===== src/rtl/fir_decim_fifo.sv =====
// ---------------------------------------------------------------------------
// fir_decim_fifo
//   Downstream stage of the FIR filter. Keeps one of every DECIM in_en
//   samples, scales the kept sample by an arithmetic right shift, saturates
//   it to OUT_W bits and buffers it in a DEPTH-entry FIFO read out over a
//   valid/ready interface.
//
// Handshake: a sample is transferred on every rising edge where
//   out_valid=1 and out_ready=1. out_valid never depends on out_ready, and
//   out_data/out_valid hold steady while out_valid=1 and out_ready=0.
//   out_ready while out_valid=0 has no effect.
//
// Ports
//   clk        rising-edge clock
//   reset      asynchronous active-high reset
//   in_data    filter output sample (signed, IN_W)
//   in_en      in_data is a new sample this cycle
//   out_data   FIFO head sample (signed, OUT_W); holds last value when empty
//   out_valid  out_data holds a valid sample
//   out_ready  sink accepts out_data this cycle
//   level      FIFO occupancy, 0..DEPTH
//   overflow   sticky: a kept sample was dropped because the FIFO was full
//   clr_ovf    synchronous clear of overflow (a same-cycle drop wins)
// ---------------------------------------------------------------------------
module fir_decim_fifo #(
  parameter int IN_W  = 32,
  parameter int OUT_W = 10,
  parameter int DECIM = 4,
  parameter int SHIFT = 0,
  parameter int DEPTH = 8
) (
  input  logic                     clk,
  input  logic                     reset,
  input  logic [IN_W-1:0]          in_data,
  input  logic                     in_en,
  output logic [OUT_W-1:0]         out_data,
  output logic                     out_valid,
  input  logic                     out_ready,
  output logic [$clog2(DEPTH):0]   level,
  output logic                     overflow,
  input  logic                     clr_ovf
);

  localparam int AW = $clog2(DEPTH);
  localparam int LW = AW + 1;
  localparam int PW = (DECIM > 1) ? $clog2(DECIM) : 1;

  localparam logic [PW-1:0] PHASE_LAST = PW'(DECIM - 1);
  localparam logic [LW-1:0] LEVEL_FULL = LW'(DEPTH);

  // Saturation bounds expressed at input width: +2^(OUT_W-1)-1 and -2^(OUT_W-1).
  localparam logic signed [IN_W-1:0] SAT_HI = {{(IN_W-OUT_W+1){1'b0}}, {(OUT_W-1){1'b1}}};
  localparam logic signed [IN_W-1:0] SAT_LO = {{(IN_W-OUT_W+1){1'b1}}, {(OUT_W-1){1'b0}}};

  logic [PW-1:0]    phase_q,    phase_d;
  logic [AW-1:0]    wr_ptr_q,   wr_ptr_d;
  logic [AW-1:0]    rd_ptr_q,   rd_ptr_d;
  logic [LW-1:0]    level_q,    level_d;
  logic             overflow_q, overflow_d;
  logic [OUT_W-1:0] out_data_q, out_data_d;
  logic [OUT_W-1:0] mem_q [DEPTH];

  logic signed [IN_W-1:0] scaled;
  logic [OUT_W-1:0]       sat_data;
  logic                   keep;
  logic                   pop;
  logic                   push;
  logic                   drop;

  // Shift then clamp to the OUT_W signed range.
  always_comb begin
    scaled = $signed(in_data) >>> SHIFT;
    if (scaled > SAT_HI) begin
      sat_data = SAT_HI[OUT_W-1:0];
    end else if (scaled < SAT_LO) begin
      sat_data = SAT_LO[OUT_W-1:0];
    end else begin
      sat_data = scaled[OUT_W-1:0];
    end
  end

  always_comb begin
    keep = in_en && (phase_q == '0);
    pop  = (level_q != '0) && out_ready;
    // A full FIFO still accepts a push when the head leaves in the same cycle.
    push = keep && ((level_q != LEVEL_FULL) || pop);
    drop = keep && !push;

    phase_d = phase_q;
    if (in_en) begin
      phase_d = (phase_q == PHASE_LAST) ? '0 : phase_q + PW'(1);
    end

    wr_ptr_d = push ? wr_ptr_q + AW'(1) : wr_ptr_q;
    rd_ptr_d = pop  ? rd_ptr_q + AW'(1) : rd_ptr_q;

    level_d = level_q;
    if (push && !pop) begin
      level_d = level_q + LW'(1);
    end else if (pop && !push) begin
      level_d = level_q - LW'(1);
    end

    overflow_d = overflow_q;
    if (drop) begin
      overflow_d = 1'b1;
    end else if (clr_ovf) begin
      overflow_d = 1'b0;
    end

    // out_data is a register tracking the next head entry. When the new head
    // slot is the one being written this edge, take the incoming sample
    // instead of the stale memory contents. When the FIFO goes empty the
    // register keeps the last value presented.
    out_data_d = out_data_q;
    if (level_d != '0) begin
      if (push && (wr_ptr_q == rd_ptr_d)) begin
        out_data_d = sat_data;
      end else begin
        out_data_d = mem_q[rd_ptr_d];
      end
    end
  end

  always_ff @(posedge clk or posedge reset) begin
    if (reset) begin
      phase_q    <= '0;
      wr_ptr_q   <= '0;
      rd_ptr_q   <= '0;
      level_q    <= '0;
      overflow_q <= 1'b0;
      out_data_q <= '0;
    end else begin
      phase_q    <= phase_d;
      wr_ptr_q   <= wr_ptr_d;
      rd_ptr_q   <= rd_ptr_d;
      level_q    <= level_d;
      overflow_q <= overflow_d;
      out_data_q <= out_data_d;
    end
  end

  // Storage needs no reset: occupancy is tracked entirely by level/pointers.
  always_ff @(posedge clk) begin
    if (push) begin
      mem_q[wr_ptr_q] <= sat_data;
    end
  end

  assign out_data  = out_data_q;
  assign out_valid = (level_q != '0);
  assign level     = level_q;
  assign overflow  = overflow_q;

endmodule


===== config.mk =====
export PLATFORM = sky130hd
export DESIGN_NAME = fir_decim_fifo
export DESIGN_NICKNAME = d
export VERILOG_FILES = /design/src/rtl/fir_decim_fifo.sv
export SDC_FILE = /design/constraint.sdc
export NUM_CORES = 1
export LEC_CHECK = 0
export ABC_AREA = 0
export CORE_MARGIN = 1
export CORE_UTILIZATION = 60
export DETAILED_ROUTE_END_ITERATION = 12
export GPL_TIMING_DRIVEN = 0
export PLACE_DENSITY = 0.94
export SYNTH_ARGS = -nofsm -noshare
export SYNTH_HDL_FRONTEND = slang
export SYNTH_SLANG_ARGS = --single-unit
export TNS_END_PERCENT = 100

===== constraint.sdc =====
create_clock -name clk -period 5.8 [get_ports clk]
set_input_delay 1.16 -clock clk [delete_from_list [all_inputs] [get_ports clk]]
set_output_delay 1.16 -clock clk [all_outputs]
set_load 0.005 [all_outputs]

==> summary.md, run 1 <==
| Metric | Value |
|---|---|
| Status | completed |
| Met3 usage in global routing | 8.62% |
| Gate power share | 52.5% |
| Switch Pwr | 1.16 mW |
| Remaining Overflow, GRT | 0 |
| Core box area | 8300 um2 |
| CTS sink cnt | 103 |
| Post-DR vias/cell | 7.10 |
| Register bit total from synthesis | 103 |
| IO Port Bufs | 51 |
| Clock-pin slew on the worst setup and hold paths | 0.11 ns |
| Max_slew headroom | 11.1% |
| Post-Syn Area | 5180 um2 |
| Critical path type | in2reg |
| Clk buf depth | 2 |
| I/O Pins | 53 |
| Synth Instances | 341 |
| Clock latency on the worst-skew pair | 0.37 ns |
| CTS tree | built |
| FP Rows | 33 |
| Clock share of power | 13.8% |
| Layout area overhead | 17.6% |
| Die Height | 94.9 um |
| Leak Pwr | 2.07 nW |
| Period utilisation layout | 63.2% |
| Number of flops mapped to enable cells by yosys | 80 |
| Setup tns final | 0 ns |
| CP max FO | 9 |
| Initial Util | 62.4% |
| Largest net degree at the start of global routing | 24 |
| H-tree depth | 3 |
| Net Sw Frac | 38.2% |
| Worst Path Required | 6.09 ns |
| TritonRoute pass-1 iters | 5 |
| Final HPWL DP | 9010 um |
| Antenna violations before repair | 0 |
| Max Slew Vio Count | 0 |
| Fmax achieved | 273 MHz |
| Cell Area, Placed | 5910 um2 |
| DR WL/cell | 25.2 um |
| # DRC | 0 |
| Global-route wire length before repair | 19,900 um |
| GRT Total Usage | 31.4% |
| Mean area per synthesized cell | 15.2 um2 |
| Critical Path AT | 3.96 ns |
| Final GP Congestion | 0.839 |
| Post-synth ARST share | 22.3% |
| Crit path time final | 3.67 ns |
| Final Cell Area | 6090 um2 |
| Vias in the first global route | 3,920 |
| Via count | 3,686 |
| Unique masters post-synth | 52 |
| # resized after CTS | 0 |
| Met2 Use GR | 52.2% |
| Final Power | 3.05 mW |
| Root Buffer | clkbuf_8 |
| Fill cells | 473 |
| Die outline width | 94.9 um |
| Register area share after synthesis | 57.5% |
| Power per cell area | 501 nW/um2 |
| CP endpoint kind | flip-flop |
| Worst setup SP type | input pin |
| Full die area | 9010 um2 |
| Syn nets | 385 |
| Maxcap violations | 0 |
| Drt total wl | 13,100 um |
| CTS buffer count | 9 |
| Iteration-0 DRC Markers | 395 |
| Flop pwr share | 33.7% |
| Peak VDD IR | 0.264 mV |
| Final Skew | 0.0147 ns |
| Worst Max-Slew Pin Slew | 1.33 ns |
| Internal Dissipation | 1.88 mW |
| # setup viols final | 0 |
| Share of cells above drive strength 1 | 21.5% |
| Gr busiest metal | met2 |
| Fin. Hold Viols | 0 |
| Antenna cells | 0 |
| GR Util met1 | 35.2% |
| Setup Buffers After CTS | 0 |
| Main flop type after synthesis | edfxtp_1 |
| Post-layout net count | 453 |
| ANT nets after route | 0 |
| Class of the worst hold path | reg2reg |
| Hold bufs inserted after CTS | 0 |
| RSZ-0062 raised after global routing | false |
| Synth warn | 0 |
-- Yosys cell counts (3+ instances only) --
cell type  instances  area share (%)
xnor2_1            4            0.68
o22ai_1            8            0.97
edfxtp_1          80              46
a22oi_1           17             2.5
nor4_1             8            0.97
nand2b_1           3            0.36
o21ai_0           14             1.4
and3_2             7             1.0
a22o_1             6             1.0
dfrtp_1           23              11
nor2_1            11            0.80
and2_1             3            0.36
clkbuf_1           5            0.36
nand4_1            6            0.72
mux4_2            40              17
a21oi_1            4            0.39
inv_1             21             1.5
o2bb2ai_1          8             1.4
nand2_1           12            0.87
nor3_1             8            0.77
ha_1               7             1.7
buf_1              9            0.65
-- worst paths after layout --
kind | startpoint | end | slack [ns] | cells after the start
setup / recovery | in_data[15] | out_data[8] | 2.13 | 7
setup reg to reg | level[0] | out_data[9] | 2.49 | 11
max in group asynchronous | reset | out_data[6] | 3.88 | 2
hold reg to reg | out_data[1] | out_data[1] | 0.51 | 1
hold / removal | out_data[1] | out_data[1] | 0.51 | 1
min in group asynchronous | reset | out_data[3] | 1.31 | 2
-- layout by cell type, fill, tap and decap left out, types with 3 or more instances in the layout --
| cell type | n |
|---|---|
| clkbuf_1 | 6 |
| mux4_2 | 40 |
| and2_1 | 3 |
| buf_6 | 7 |
| nor2_1 | 11 |
| ha_1 | 7 |
| a22oi_1 | 17 |
| nor4_1 | 7 |
| clkdlybuf4s50_1 | 51 |
| nand4_1 | 6 |
| and3_2 | 7 |
| nor3_1 | 4 |
| clkbuf_8 | 9 |
| edfxtp_1 | 80 |
| o21ai_0 | 14 |
| o22ai_1 | 8 |
| a21oi_1 | 4 |
| inv_1 | 21 |
| a22o_1 | 6 |
| o2bb2ai_1 | 8 |
| dfrtp_1 | 23 |
| buf_1 | 9 |
| xnor2_1 | 4 |
| nand2_1 | 12 |
| nor3_2 | 4 |
| nand2b_1 | 3 |
-- power by group through the flow --
stage | Clock (mW) | Sequential [mW] | Combinational (mW)
6_report | 0.422 | 1.03 | 1.60
5_1_grt | 0.444 | 1.04 | 1.70
4_1_cts | 0.419 | 1.02 | 1.58
3_5_place_dp | 0 | 1.04 | 1.57
3_3_place_gp | 0 | 1.03 | 1.47
2_1_floorplan | 0 | 1.02 | 1.11
-- metal layers --
| metal | vias up | wire length, um |
|---|---|---|
| met3 | 65 | 1340 |
| met2 | 297 | 6730 |
| met1 | 1801 | 4310 |
| met5 | - | 0 |
| met4 | 0 | 715 |
| li1 | 1523 | - |
-- sequential cells by signal (all words and copies together), names as in the netlist --
signal and cells:
mem_q 80, out_data 10, level 4, rd_ptr_q 3, wr_ptr_q 3, phase_q 2, overflow 1
-- stage by stage --
step	instances	util (%)	setup WS [ns]	hold WS, ns
finish	519	73.4	2.13	0.505
global placement	497	70.1	1.15	0.473
global route	519	73.4	2.00	0.521
detailed placement	503	71.2	1.78	0.486
floorplan	341	-	2.60	0.479
CTS	519	73.4	2.16	0.510
-- critical path, stage by stage --
cell and delay, ns:
clkdlybuf4s50_1 0.49, nand4_1 0.10, nor4_1 0.36, a41oi_1 0.44, o21ai_0 0.94, a22oi_1 0.25
a21oi_1 0.22
-- cells by family (layout without fill, tap and decap cells) --
logic type	count (synthesis)	in the layout	share of synthesized area, %
XOR/XNOR	7	7	1.45
buffers and inverters	42	115	3.48
flip-flops	103	103	57.5
adder cells (fa/ha/maj)	7	7	1.69
AND/OR/NAND/NOR	72	72	8.33
AO/OA/AOI/OAI	70	70	10.2
multiplexers	40	40	17.4
-- cell type report --
class                      instances  area (um2)  area share, %
buffer                            20        97.6           1.60
clock buffer                      10         128           2.10
clock inverter                     6        52.6          0.863
inverter                          22        82.6           1.36
multi-input combinational        196        2050           33.6
sequential                       103        2980           48.9
tap                              105         131           2.16
timing repair buffer              57         572           9.39
Power figures use the tool's default switching activity.
==> run 2, diff against run 1 <==
- CORE_UTILIZATION: 60 -> 57
- PLACE_DENSITY: 0.94 -> 0.9
- clock period: 5.8 -> 3.4 ns (I/O delays scaled with it)
==> run 2 against run 1 <==
  * Highest routed layer unchanged
  * Critical path type is now reg2reg
  * Combinational power increased by 70%
  * Core utilization decreased by 3.6 points
  * Die area increased by 5.2%
  * Via count down 2.2%
  * Sequential share of layout area fell by 0.23 points
  * Sequential cell count unchanged
  * Clock skew is 0.0018 ns lower
  * First-iteration DRC count is 8.4% higher
  * Critical endpoint unchanged
  * Global-route usage down 3.0 points
  * Final area increased by 0.47%
  * Largest cell class unchanged
  * Clock power increased by 77%
  * Critical path depth is 4 higher
==> summary.md, run 2 (synthesis results as in run 1) <==
| Metric | Value |
|---|---|
| Worst R2R End | out_data[8] |
| WHS | 0.511 ns |
| CP endpoint kind | flip-flop |
| CP max FO | 10 |
| H-tree depth | 3 |
| DR WL/cell | 24.7 um |
| Final GP Congestion | 0.874 |
| Fin. Hold Viols | 0 |
| Post-layout net count | 452 |
| Leak Pwr | 2.09 nW |
| Commonest non-fill, non-tap cell in the layout | edfxtp_1 |
| Critical path's slowest cell | dfrtp_1 |
| FP Rows | 34 |
| Drt total wl | 12,900 um |
| Peak VDD IR | 0.464 mV |
| Critical path type | reg2reg |
| Final Power | 5.22 mW |
| Layout area overhead | 18.1% |
| ANT nets after route | 0 |
| Hold bufs inserted after CTS | 0 |
| Fill cells | 592 |
| Most numerous cell on the critical path | inv_1 |
| CTS buffer count | 9 |
| # DRC | 0 |
| Post-DR vias/cell | 6.92 |
| Clock-pin slew on the worst setup and hold paths | 0.10 ns |
| R2R Setup Slk | 0.16 ns |
| Core box area | 8760 um2 |
| CTS tree | built |
| Die outline width | 97.3 um |
| Max_slew headroom | 17.9% |
| Final Skew | 0.0129 ns |
| Final std cells w/o fill | 521 |
| Initial Util | 59.1% |
| Global-route wire length before repair | 19,900 um |
| Status | completed |
| # setup viols final | 0 |
| Reg with most FFs | mem_q |
| Largest register FFs | 80 |
| Critical Path AT | 3.49 ns |
| CTS sink cnt | 103 |
| Vias in the first global route | 3,688 |
| Setup WS pre-CTS | -0.330 ns |
| Cell Area, Placed | 5910 um2 |
| Power per cell area | 853 nW/um2 |
| Via count | 3,605 |
| Worst R2R Start | level[0] |
| Die Height | 97.3 um |
| R2R depth | 11 |
| Max Slew Vio Count | 0 |
| Hold path endpoint | out_data[4] |
| Setup Buffers After CTS | 0 |
| Worst Path Required | 3.65 ns |
| Fmax achieved | 309 MHz |
| Cell breakdown of the critical path | inv_1 > ha_1 > nor3b_4 > inv_2 > a311oi_4 > inv_1 > buf_1 > mux4_2 > a22o_1 > o21ai_0 > a21oi_1 |
| Clock latency on the worst-skew pair | 0.38 ns |
| Remaining Overflow, GRT | 0 |
| Post-layout util | 69.8% |
| Crit path time final | 3.24 ns |
| Final Cell Area | 6120 um2 |
| Maxcap violations | 0 |
| Final HPWL DP | 8910 um |
| RSZ-0062 raised after global routing | false |
| I/O Pins | 53 |
| Clk buf depth | 2 |
| Full die area | 9470 um2 |
| Period utilisation layout | 95.3% |
| Setup tns final | 0 ns |
| Final WS setup | 0.160 ns |
| Iteration-0 DRC Markers | 428 |
| Cells after DPL | 505 |
| Worst Max-Slew Pin Slew | 1.23 ns |
| Hold Path Origin | out_data[4] |
| Class of the worst hold path | reg2reg |
| # resized after CTS | 0 |
| TritonRoute pass-1 iters | 6 |
| GRT Total Usage | 28.4% |
| Worst setup SP type | flip-flop |
| Share of cells above drive strength 1 | 22.3% |
| Largest net degree at the start of global routing | 24 |
| Delay of the slowest critical-path stage | 0.48 ns |
| Commonest non-fill, non-tap cells in the layout | 80 x edfxtp_1, 51 x clkdlybuf4s50_1, 40 x mux4_2, 23 x dfrtp_1, 21 x inv_1 |
| Hold Path Stages | 1 |
| Root Buffer | clkbuf_8 |
| IO Port Bufs | 51 |
| Antenna cells | 0 |
| Antenna violations before repair | 0 |
## run 2: worst max path at each step
stage,start,end,slack (ns),cells after the start
finish,level[0],out_data[8],0.16,11
CTS,in_data[23],out_data[8],0.09,6
detailed placement,in_data[23],out_data[3],-0.33,6
global route,level[0],out_data[8],0.004,11
global placement,in_data[23],out_data[7],-0.81,6
floorplan,in_data[23],out_data[6],0.68,5
## run 2: critical path, delay by kind of cell, from the launching register on
family | cells | cell delay (ns)
buf+inv | 4 | 0.78
fa+ha+maj | 1 | 0.25
flops | 1 | 0.48
simple gates | 1 | 0.30
mux | 1 | 0.39
compound gates | 4 | 0.89
## run 2: layout make-up
class,instances,area [um2],area share (%)
flip-flops and latches,103,2980,48.7
multi-input cells,196,2070,33.8
repair buffers,56,563,9.20
well taps,108,135,2.21
clock buffers,10,128,2.09
plain buffers,20,100,1.64
inverters,22,82.6,1.35
clock inverters,6,62.6,1.02
## run 2: metal layers
metal / vias up / GRT usage (%) / wire [um]
li1: 1534 / - / -
met1: 1787 / 37.1 / 4650
met2: 241 / 47.0 / 6550
met3: 43 / 4.96 / 1290
met4: 0 / 13.0 / 407
met5: - / 0 / 0
## run 2: where the power goes
group          internal, mW  leakage, nW  switching, mW
clock                 0.286       0.0961          0.460
sequential             1.58        0.993          0.170
combinational          1.35        0.999           1.37
==> run 3, diff against run 2 <==
- CORE_UTILIZATION: 57 -> 55
- PLACE_DENSITY: 0.9 -> 0.88
- SLEW_MARGIN: default -> 40
==> run 3 against run 2 <==
  * Clock power down 6.6%
  * Highest routed layer unchanged
  * Critical endpoint is now out_data[6]
  * Largest power group unchanged
  * Sequential share of layout area grew 0.090 points
  * Wire length shrank 1.9%
  * Via count fell by 0.97%
  * Clock skew is 0.0023 ns lower
==> summary.md, run 3 (synthesis results as in run 1) <==
| Metric | Value |
|---|---|
| Status | completed |
| Share of cells above drive strength 1 | 24.5% |
| Core box area | 9200 um2 |
| Clk buf depth | 2 |
| CTS tree | built |
| Final Cell Area | 6110 um2 |
| Fmax achieved | 312 MHz |
| DR WL/cell | 24.0 um |
| Antenna violations before repair | 0 |
| Full die area | 9810 um2 |
| Worst Path Required | 3.66 ns |
| Crit path time final | 3.21 ns |
| Root Buffer | clkbuf_8 |
| Post-DR vias/cell | 6.77 |
| Final GP Congestion | 0.879 |
| Wl on met1 | 4650 um |
| Class of the worst hold path | reg2reg |
| # resized after CTS | 0 |
| Commonest non-fill, non-tap cells in the layout | 80 x edfxtp_1, 51 x clkdlybuf4s50_1, 40 x mux4_2, 23 x dfrtp_1, 20 x inv_1 |
| Final Skew | 0.0106 ns |
| R2R depth | 11 |
| Leak Pwr | 2.09 nW |
| Clock-pin slew on the worst setup and hold paths | 0.10 ns |
| Die outline width | 99.0 um |
| Cell Area, Placed | 5930 um2 |
| H-tree depth | 3 |
| TritonRoute pass-1 iters | 5 |
| Iteration-0 DRC Markers | 358 |
| Top Layer Used | met4 |
| IO Port Bufs | 51 |
| Worst Max-Slew Pin Slew | 0.749 ns |
| Hold bufs inserted after CTS | 0 |
| CP endpoint kind | flip-flop |
| Routed met3 length | 1280 um |
| Clock latency on the worst-skew pair | 0.37 ns |
| Period utilisation layout | 94.3% |
| Largest register FFs | 80 |
| Critical path type | reg2reg |
| Final WS setup | 0.193 ns |
| Global-route wire length before repair | 19,700 um |
| Reg with most FFs | mem_q |
| # setup viols final | 0 |
| Max Slew Vio Count | 0 |
| Max_slew headroom | 49.6% |
| Setup Buffers After CTS | 0 |
| # DRC | 0 |
| I/O Pins | 53 |
| Critical Path AT | 3.47 ns |
| Remaining Overflow, GRT | 0 |
| Final HPWL DP | 8940 um |
| GRT Total Usage | 27.7% |
| Maxcap violations | 0 |
| Drt total wl | 12,700 um |
| FP Rows | 35 |
| Antenna cells | 0 |
| CTS buffer count | 9 |
| Vias in the first global route | 3,669 |
| Commonest non-fill, non-tap cell in the layout | edfxtp_1 |
| Die Height | 99.0 um |
| Fin. Hold Viols | 0 |
| ANT nets after route | 0 |
| Post-layout net count | 455 |
| Layout area overhead | 17.9% |
| Worst setup SP type | flip-flop |
| CP max FO | 10 |
| Via count | 3,570 |
| Final Power | 5.17 mW |
| Setup WS pre-CTS | 0.0215 ns |
| Peak VDD IR | 0.379 mV |
| RSZ-0062 raised after global routing | false |
| Initial Util | 56.3% |
| Largest net degree at the start of global routing | 24 |
| Power per cell area | 846 nW/um2 |
| Routed length on met2 | 6350 um |
| CTS sink cnt | 103 |
| Hold Path Stages | 1 |
run 3: cell count changes in the layout (fill, tap and decap cells not counted), moves of 3 or more:
cell | previous run | this run
buf_2 | 1 | 11
o21ai_1 | 0 | 9
nor2_2 | 1 | 5
o21ai_0 | 14 | 5
nor2_1 | 10 | 6
buf_6 | 6 | 3
run 3: routing by layer:
metal	global-route usage [%]	vias up
met5	0	-
met4	14.5	0
met3	5.39	41
met2	45.1	252
met1	35.7	1741
li1	-	1536
run 3: final cells by class:
type	count	area, um2
sequential	103	2980
fill	628	3090
timing repair buffer	59	559
inverter	22	82.6
tap	111	139
clock inverter	7	46.3
clock buffer	9	124
multi-input combinational	196	2080
buffer	20	103
run 3: report_power, final:
part / internal, mW / switching (mW)
combinational: 1.36 / 1.36
clock: 0.268 / 0.429
sequential: 1.58 / 0.170
run 3: worst paths after layout:
kind	start	slack, ns	end
max	level[0]	0.19	out_data[6]
max reg2reg	level[0]	0.19	out_data[6]
min in group asynchronous	reset	0.65	phase_q[1]
max in group asynchronous	reset	2.38	out_data[4]
min	out_data[4]	0.50	out_data[4]
min reg2reg	out_data[4]	0.50	out_data[4]
run 3: critical path: stages (launching register included):
cell	delay (ns)
dfrtp_1	0.48
inv_1	0.14
ha_1	0.25
nor3b_4	0.28
inv_2	0.12
a311oi_4	0.35
inv_1	0.16
buf_1	0.37
mux4_2	0.41
a22o_1	0.24
o21ai_0	0.20
a21oi_1	0.10
run 3: stage by stage:
| step | hold slack, ns | utilization, % | cells | TNS [ns] |
|---|---|---|---|---|
| after floorplan | 0.479 | - | 341 | 0 |
| after global placement | 0.480 | 63.4 | 503 | -65.91 |
| after detailed placement | 0.478 | 64.4 | 511 | 0 |
| after CTS | 0.504 | 66.3 | 527 | 0 |
| after global routing | 0.534 | 66.4 | 527 | 0 |
| final | 0.502 | 66.4 | 527 | 0 |
